### src/rtl/echo_receiver.sv
// echo_receiver: after an arm request, timestamps the first synchronized rising
// edge on each echo comparator line. It then streams the per-element results
// out over a valid/ready handshake.
module echo_receiver #(
    parameter int unsigned NUM_ELEMENTS = 64,
    parameter int unsigned DW_TOF       = 16,
    localparam int unsigned IDX_W       = $clog2(NUM_ELEMENTS)
) (
    input  logic                    clk,
    input  logic                    rst,
    input  logic                    start,
    input  logic [DW_TOF-1:0]       max_cycles,
    input  logic [NUM_ELEMENTS-1:0] rxArray,
    output logic                    busy,
    output logic                    out_valid,
    input  logic                    out_ready,
    output logic [IDX_W-1:0]        out_index,
    output logic [DW_TOF-1:0]       out_tof,
    output logic                    out_hit,
    output logic                    done
);

    typedef enum logic [1:0] {
        IDLE    = 2'd0,
        LISTEN  = 2'd1,
        READOUT = 2'd2,
        DONE    = 2'd3
    } state_t;

    state_t                   state_q, state_d;
    logic [NUM_ELEMENTS-1:0]  sync1_q, sync2_q, prev_q, rise;
    logic [NUM_ELEMENTS-1:0]  hit_q, hit_d;
    logic [DW_TOF-1:0]        tof_q [NUM_ELEMENTS];
    logic [DW_TOF-1:0]        tof_d [NUM_ELEMENTS];
    logic [DW_TOF-1:0]        cnt_q, cnt_d, max_q, max_d;
    logic [IDX_W-1:0]         out_index_q, out_index_d, next_index;
    logic [DW_TOF-1:0]        out_tof_q, out_tof_d;
    logic                     out_hit_q, out_hit_d;
    logic                     busy_q, busy_d, out_valid_q, out_valid_d, done_q, done_d;

    assign rise       = sync2_q & ~prev_q;
    assign next_index = out_index_q + IDX_W'(1);

    assign busy      = busy_q;
    assign out_valid = out_valid_q;
    assign out_index = out_index_q;
    assign out_tof   = out_tof_q;
    assign out_hit   = out_hit_q;
    assign done      = done_q;

    // Two-flop synchronizer plus previous-sample register for edge detection.
    always_ff @(posedge clk or negedge rst) begin
        if (!rst) begin
            sync1_q <= '0;
            sync2_q <= '0;
            prev_q  <= '0;
        end else begin
            sync1_q <= rxArray;
            sync2_q <= sync1_q;
            prev_q  <= sync2_q;
        end
    end

    // Next-state, capture and readout logic; results for the first word see captures of the final listen cycle.
    always_comb begin
        state_d     = state_q;
        cnt_d       = cnt_q;
        max_d       = max_q;
        hit_d       = hit_q;
        tof_d       = tof_q;
        out_index_d = out_index_q;
        out_tof_d   = out_tof_q;
        out_hit_d   = out_hit_q;

        case (state_q)
            IDLE: begin
                if (start) begin
                    max_d = max_cycles;
                    cnt_d = '0;
                    hit_d = '0;
                    for (int n = 0; n < int'(NUM_ELEMENTS); n++) begin
                        tof_d[n] = '0;
                    end
                    if (max_cycles == '0) begin
                        state_d     = READOUT;
                        out_index_d = '0;
                        out_tof_d   = '1;
                        out_hit_d   = 1'b0;
                    end else begin
                        state_d = LISTEN;
                    end
                end
            end
            LISTEN: begin
                for (int n = 0; n < int'(NUM_ELEMENTS); n++) begin
                    if (rise[n] && !hit_q[n]) begin
                        hit_d[n] = 1'b1;
                        tof_d[n] = cnt_q;
                    end
                end
                if ((cnt_q == max_q - DW_TOF'(1)) || (&hit_d)) begin
                    state_d     = READOUT;
                    out_index_d = '0;
                    out_hit_d   = hit_d[0];
                    out_tof_d   = hit_d[0] ? tof_d[0] : '1;
                end else begin
                    cnt_d = cnt_q + DW_TOF'(1);
                end
            end
            READOUT: begin
                if (out_ready) begin
                    if (out_index_q == IDX_W'(NUM_ELEMENTS - 1)) begin
                        state_d = DONE;
                    end else begin
                        out_index_d = next_index;
                        out_hit_d   = hit_q[next_index];
                        out_tof_d   = hit_q[next_index] ? tof_q[next_index] : '1;
                    end
                end
            end
            DONE: begin
                state_d = IDLE;
            end
            default: begin
                state_d = IDLE;
            end
        endcase

        busy_d      = (state_d != IDLE);
        out_valid_d = (state_d == READOUT);
        done_d      = (state_d == DONE);
    end

    // State, datapath and registered outputs.
    always_ff @(posedge clk or negedge rst) begin
        if (!rst) begin
            state_q     <= IDLE;
            cnt_q       <= '0;
            max_q       <= '0;
            hit_q       <= '0;
            for (int n = 0; n < int'(NUM_ELEMENTS); n++) begin
                tof_q[n] <= '0;
            end
            out_index_q <= '0;
            out_tof_q   <= '0;
            out_hit_q   <= 1'b0;
            busy_q      <= 1'b0;
            out_valid_q <= 1'b0;
            done_q      <= 1'b0;
        end else begin
            state_q     <= state_d;
            cnt_q       <= cnt_d;
            max_q       <= max_d;
            hit_q       <= hit_d;
            tof_q       <= tof_d;
            out_index_q <= out_index_d;
            out_tof_q   <= out_tof_d;
            out_hit_q   <= out_hit_d;
            busy_q      <= busy_d;
            out_valid_q <= out_valid_d;
            done_q      <= done_d;
        end
    end

endmodule

### config.mk
export PLATFORM = sky130hd
export DESIGN_NAME = echo_receiver
export DESIGN_NICKNAME = d
export VERILOG_FILES = /design/src/rtl/echo_receiver.sv
export SDC_FILE = /design/constraint.sdc
export NUM_CORES = 2
export LEC_CHECK = 0
export ABC_AREA = 1
export ABC_CLOCK_PERIOD_IN_PS = 4670
export BUFFER_PORTS_ARGS = -buffer_cell sky130_fd_sc_hd__buf_4
export CAP_MARGIN = 40
export CORE_MARGIN = 8
export CORE_UTILIZATION = 65
export DETAILED_ROUTE_END_ITERATION = 8
export MAX_ROUTING_LAYER = met4
export PLACE_DENSITY = 0.82
export SYNTH_ARGS = -nofsm -noshare
export SYNTH_HDL_FRONTEND = slang
export SYNTH_SLANG_ARGS = --single-unit
### constraint.sdc
create_clock -name clk -period 4.67 [get_ports clk]
set_clock_uncertainty 0.15 [all_clocks]
set_input_delay 1.401 -clock clk [delete_from_list [all_inputs] [get_ports clk]]
set_output_delay 1.401 -clock clk [all_outputs]
set_load 0.03 [all_outputs]
Yosys cells after proc, flatten, opt, wreduce, memory -nomap -nowiden:

Cells that the tools add are included.
Widths: inputs -> output; s select.

* equal/unequal tests: 76
* bitwise operators: 3
* add/subtract/negate cells: 3
* $lt $le $gt $ge: 2
* reductions and logical operators: 202
* mux-type cells: 230

Operators with widths (count)
* $pmux 1024 s2: 1
* $mux 16: 75
* $mux 1024: 1
* $reduce_and 3->1: 64
* $ne 2x2->1 const B: 69
* $mux 1: 134
* $pmux 64 s2: 1
* $bmux 16 s6: 1
* $and 64x64->64: 1
* $logic_and 1x1->1: 64
* $logic_not 1->1: 64
* $mux 64: 1
* $not 64->64: 1
* $reduce_and 64->1: 1
* $pmux 16 s3: 1
* $pmux 16 s2: 1
* $mux 6: 5
* $pmux 6 s3: 1
* $add 16x1->16 const B: 1
* $eq 16x16->1: 1
* $logic_not 16->1: 1
* $sub 16x1->16 const B: 1
* $mux 2: 5
* $eq 2x2->1 const B: 4
* other kinds (15): 17

* output and inout port bits: 26
* flip-flop bits (word level): 1340
* logic and storage cells: 593

Depth between registers and ports, before layout:

* depth in word-level cells: 10
* mapped depth: 19
* depth with buffers taken out: 16

Worst setup path after synthesis:

No wires, ideal clock.

* path kind: input to register
* start point: input start
* end point: register tof_q[1014] (netlist name)
* arrival time: 2.492 ns
* setup time: 0.141 ns
* path slack: 1.887 ns
* data required time: 4.379 ns
* stages: 6
* cells stage by stage: nand2_1 > o21ai_1 > buf_2 > clkbuf_1 > clkbuf_1 > o22ai_1

* word-level cells in the longest chain between the ends: 2

RTL lines
* from (decl): line 11 `input logic start,`
* $ne 2x2->1 (no source line)
* $reduce_and 2->1 (no source line)
* to (signal assigned): line 155 `tof_q <= tof_d;`
* to (decl): line 33 `logic [DW_TOF-1:0] tof_q [NUM_ELEMENTS];`

No other way between the ends.
A chain may end at the register's enable or synchronous reset.

Final worst setup path:

* start point: register state_q[1]
* end point: register tof_q[878] (netlist name)

* word-level cells in the longest chain between the ends: 3
* elaborated cells on any way between the ends: 7
* classes of those cells: eq/ne (3); mux (1); reduce/logical (3)

RTL lines
* from (decl): line 30 `state_t state_q, state_d;`
* from (signal assigned): line 151 `state_q <= state_d;`
* $eq 2x1->1 / $logic_not 2->1 (equally long branches): line 75 `case (state_q)`
* $ne 2x2->1 (no source line) / $reduce_bool 2->1 (equally long branches)
* $reduce_and 3->1 (no source line)

Several ways; a longest one is shown, not always the timed one.

==> insert_results.sql <==
INSERT INTO impl_metrics (metric_group, metric, value, unit) VALUES
('run_status', 'run_status', 'finished with violations', ''),
('run_status', 'violations', 'DRC', ''),
('layout', 'layout.cells.non_filler', '8281', ''),
('floorplanning', 'boundaryPins', '110', ''),
('clock_network', 'clock_insertion_delay_worst_skew', '0.76', 'ns'),
('flow_run', 'number_of_max_cap_violations', '0', ''),
('placed_design', 'io_buffers', '109', ''),
('synthesis', 'postSynthCellCount', '7163', ''),
('floorplanning', 'initial_core_util', '0.653', ''),
('critical_path', 'r2r.worst_path.cells', '7', ''),
('routing', 'detailroute.via_count', '51800', ''),
('critical_path', 'timing.critical_path.from_type', 'flip-flop', ''),
('layout', 'seqCellArea', '0.0335', 'mm2'),
('critical_path', 'critPathMaxFanout', '38', ''),
('layout', 'design.final.nets', '7078', ''),
('routing', 'met3_length', '21.4', 'mm'),
('power_and_ir_drop', 'p_per_area', '583', 'mW/mm2'),
('timing', 'max_freq', '0.264', 'GHz'),
('floorplanning', 'total_core_area', '0.0912', 'mm2'),
('floorplanning', 'floorplan.die.height', '319', 'um'),
('power_and_ir_drop', 'worst_ir_drop_vdd', '629', 'uV'),
('routing', 'via_per_inst', '6.25', ''),
('timing', 'worst_pin_slew', '0.991', 'ns'),
('grt', 'grt_start_max_net_pins', '172', ''),
('layout', 'multi_input_area', '0.0224', 'mm2'),
('critical_path', 'cp.arrival', '4.26', 'ns'),
('routing', 'initialDrtViolationCount', '8506', ''),
('critical_path', 'worstReg2RegEnd', 'tof_q[878]$_DFFE_PN0P_', ''),
('timing', 'minimum_hold_slack', '0.188', 'ns'),
('clock_network', 'clock_tree.root_cell', 'clkbuf_16', ''),
('synthesis', 'synth_edf_count', '0', ''),
('synthesis', 'synth_cell_types', '37', ''),
('grt', 'number_of_antenna_violations_at_the_first_check_in_global_routing', '5', ''),
('grt', 'wire_length_of_the_first_global_routing_pass', '276', 'mm'),
('timing', 'tns', '0', 'ns'),
('routing', 'detailed_route_wire_length_per_cell', '21.2', 'um'),
('clock_network', 'cts.repair.resized', '0', ''),
('synthesis', 'yosys_register_bits', '1340', ''),
('critical_path', 'path_class', 'reg -> reg', ''),
('timing', 'setup_violations', '0', ''),
('critical_path', 'kind_of_end_point_of_the_critical_path', 'flip-flop', ''),
('synthesis', 'yosysSeqAreaShare', '0.563', ''),
('synthesis', 'synth_area_per_cell', '8.32', 'um2'),
('synthesis', 'netlist_area', '0.0596', 'mm2'),
('grt', 'globalRouteOverflowTotal', '0', ''),
('grt', 'first_global_vias', '49300', ''),
('clock_network', 'cts_buffers', '136', ''),
('routing', 'dr.max_layer_used', 'met4', ''),
('min_path', 'hold_depth', '0', ''),
('routing', 'detailed_route_drc_error_count', '8', ''),
('min_path', 'hold_path.class', 'reg -> reg', ''),
('layout', 'area.growth.synth_to_final', '10.3', '%'),
('timing', 'timing.final.crit_share', '0.810', ''),
('clock_network', 'postCtsHoldBufs', '0', ''),
('routing', 'met1_length', '69.0', 'mm'),
('routing', 'final_antenna_net_count', '0', ''),
('layout', 'fillCellCount', '6566', ''),
('routing', 'drt_wl_total', '176', 'mm'),
('synthesis', 'yosys_most_used_dff', 'dfrtp_1', ''),
('clock_network', 'number_of_buffers_between_clock_root_and_the_deepest_sink', '3', ''),
('critical_path', 'critical_path_required', '5.15', 'ns'),
('timing', 'timing.slew.headroom', '0.339', ''),
('synthesis', 'synth.net_count', '7255', ''),
('floorplanning', 'rows', '111', ''),
('power_and_ir_drop', 'leakagePower', '29.7', 'nW'),
('placed_design', 'routabilityCongestion', '0.928', ''),
('clock_network', 'cts_tree', 'built', ''),
('placed_design', 'dp.cells', '8031', ''),
('critical_path', 'crit_end', 'tof_q[878]$_DFFE_PN0P_', ''),
('clock_network', 'cts_post_setup_buffers_inserted', '0', ''),
('timing', 'hold_viol', '0', '');
## per-stage QoR
stage / total power, mW / instance area (um2) / worst slack [ns] / util
6_report: 38.3 / 65800 / 0.887 / 0.721
5_1_grt: 40.0 / 65800 / 0.694 / 0.721
4_1_cts: 37.9 / 65700 / 0.991 / 0.720
3_5_place_dp: 26.6 / 61100 / 0.788 / 0.670
3_3_place_gp: 26.2 / 60900 / 0.949 / 0.668
2_1_floorplan: 22.3 / 59600 / 1.89 / -
## final cells by class
class | instances | share of cell area
Timing Repair Buffer | 273 | 0.0385
Sequential cell | 1340 | 0.510
Inverter | 315 | 0.0182
Antenna cell | 4 | 0.000152
Tap cell | 1186 | 0.0226
Multi-Input combinational cell | 4920 | 0.340
Clock buffer | 199 | 0.0601
Clock inverter | 44 | 0.0103
## synth_stat cells (2+ instances only)
cell	instances	area, um2
nor2_2	2	12.5
nand4_1	26	163
inv_1	306	1150
nor2_1	814	3060
o21ai_0	1637	8190
dfrtp_1	1340	33500
inv_2	9	33.8
nor2_4	2	22.5
o22ai_1	16	100
xor2_1	11	96.3
buf_1	19	71.3
ha_1	8	100
o21ai_1	27	135
buf_6	14	158
clkbuf_2	2	10.0
nand3_1	559	2800
nor4_1	4	25.0
xnor2_1	14	123
a21oi_1	82	410
buf_4	30	225
nand2_2	2	12.5
nand3_2	3	30.0
or2_2	9	56.3
xor2_2	4	65.1
clkbuf_1	370	1390
nand2_1	1571	5900
buf_2	153	766
nand3b_1	7	52.6
o211ai_1	110	826
nor3_1	5	25.0
## registers in the layout, indices dropped and copies added, names as in the netlist
name / flops
state_q: 2
busy: 1
tof_q: 1024
sync1_q: 64
sync2_q: 64
out_index: 6
done: 1
max_q: 16
cnt_q: 16
prev_q: 64
out_valid: 1
hit_q: 64
out_tof: 16
out_hit: 1
## routing by layer
layer  vias to the layer above  global-route usage
li1                      23100                   -
met1                     24900               0.479
met2                      3202               0.493
met3                       500              0.0926
met4                         0               0.160
met5                         -                   -
## cell families (layout without fill, tap and decap cells)
| group | Yosys count | count (layout) | synth area share |
|---|---|---|---|
| and+or+nand+nor | 3008 | 3008 | 0.204 |
| other | 0 | 4 | 0 |
| AOI/OAI and AO/OA | 1875 | 1875 | 0.163 |
| DFF | 1340 | 1340 | 0.563 |
| xor gates and xnor gates | 29 | 29 | 0.00477 |
| buffers and inverters | 903 | 831 | 0.0638 |
| adders and majority gates | 8 | 8 | 0.00168 |
## worst max-delay path, cell delays in order (launching register included)
cell and delay, ns:
dfrtp_1 0.44, inv_1 0.16, ha_4 0.49, inv_1 0.27
o21ai_4 0.48, buf_4 0.49, nand2_1 0.69, o21ai_0 0.44
## worst min path at each step
stage / end / start / slack [ns]
floorplan: sync2_q[0]$_DFF_PN0_ / sync1_q[0]$_DFF_PN0_ / 0.18
global placement: sync2_q[4]$_DFF_PN0_ / sync1_q[4]$_DFF_PN0_ / 0.18
detailed placement: sync2_q[0]$_DFF_PN0_ / sync1_q[0]$_DFF_PN0_ / 0.18
CTS: sync2_q[0]$_DFF_PN0_ / sync1_q[0]$_DFF_PN0_ / 0.19
global route: sync2_q[0]$_DFF_PN0_ / sync1_q[0]$_DFF_PN0_ / 0.20
finish: sync2_q[0]$_DFF_PN0_ / sync1_q[0]$_DFF_PN0_ / 0.19
## power by group
| group | internal, mW | leakage, nW | total (mW) | switching (mW) |
|---|---|---|---|---|
| Combinational | 3.61 | 9.27 | 14.3 | 10.7 |
| Sequential | 12.3 | 18.2 | 12.7 | 0.461 |
| Clock | 6.59 | 2.25 | 11.3 | 4.70 |
## placed cells by master (no fill, tap or decap), types with 3 or more instances in the layout
master,instances
buf_8,3
inv_6,7
clkinvlp_4,5
o21ai_0,1637
nand3_1,559
nand3b_1,7
a21oi_1,82
inv_2,6
buf_12,31
inv_1,306
xnor2_1,14
clkinv_8,6
buf_16,4
xor2_4,3
xor2_1,11
nor2_1,814
nor3_1,5
diode_2,4
nand4_1,26
clkbuf_16,137
bufinv_16,12
or2_2,9
nand2_2,18
inv_16,3
ha_1,6
clkbuf_1,33
nand2_1,1555
buf_4,231
nand3_2,3
o21ai_1,26
o211ai_1,110
dfrtp_1,1339
nor4_1,4
buf_2,4
o22ai_1,16
clkbuf_8,29
clkinv_2,10
Power figures use the tool's default switching activity.
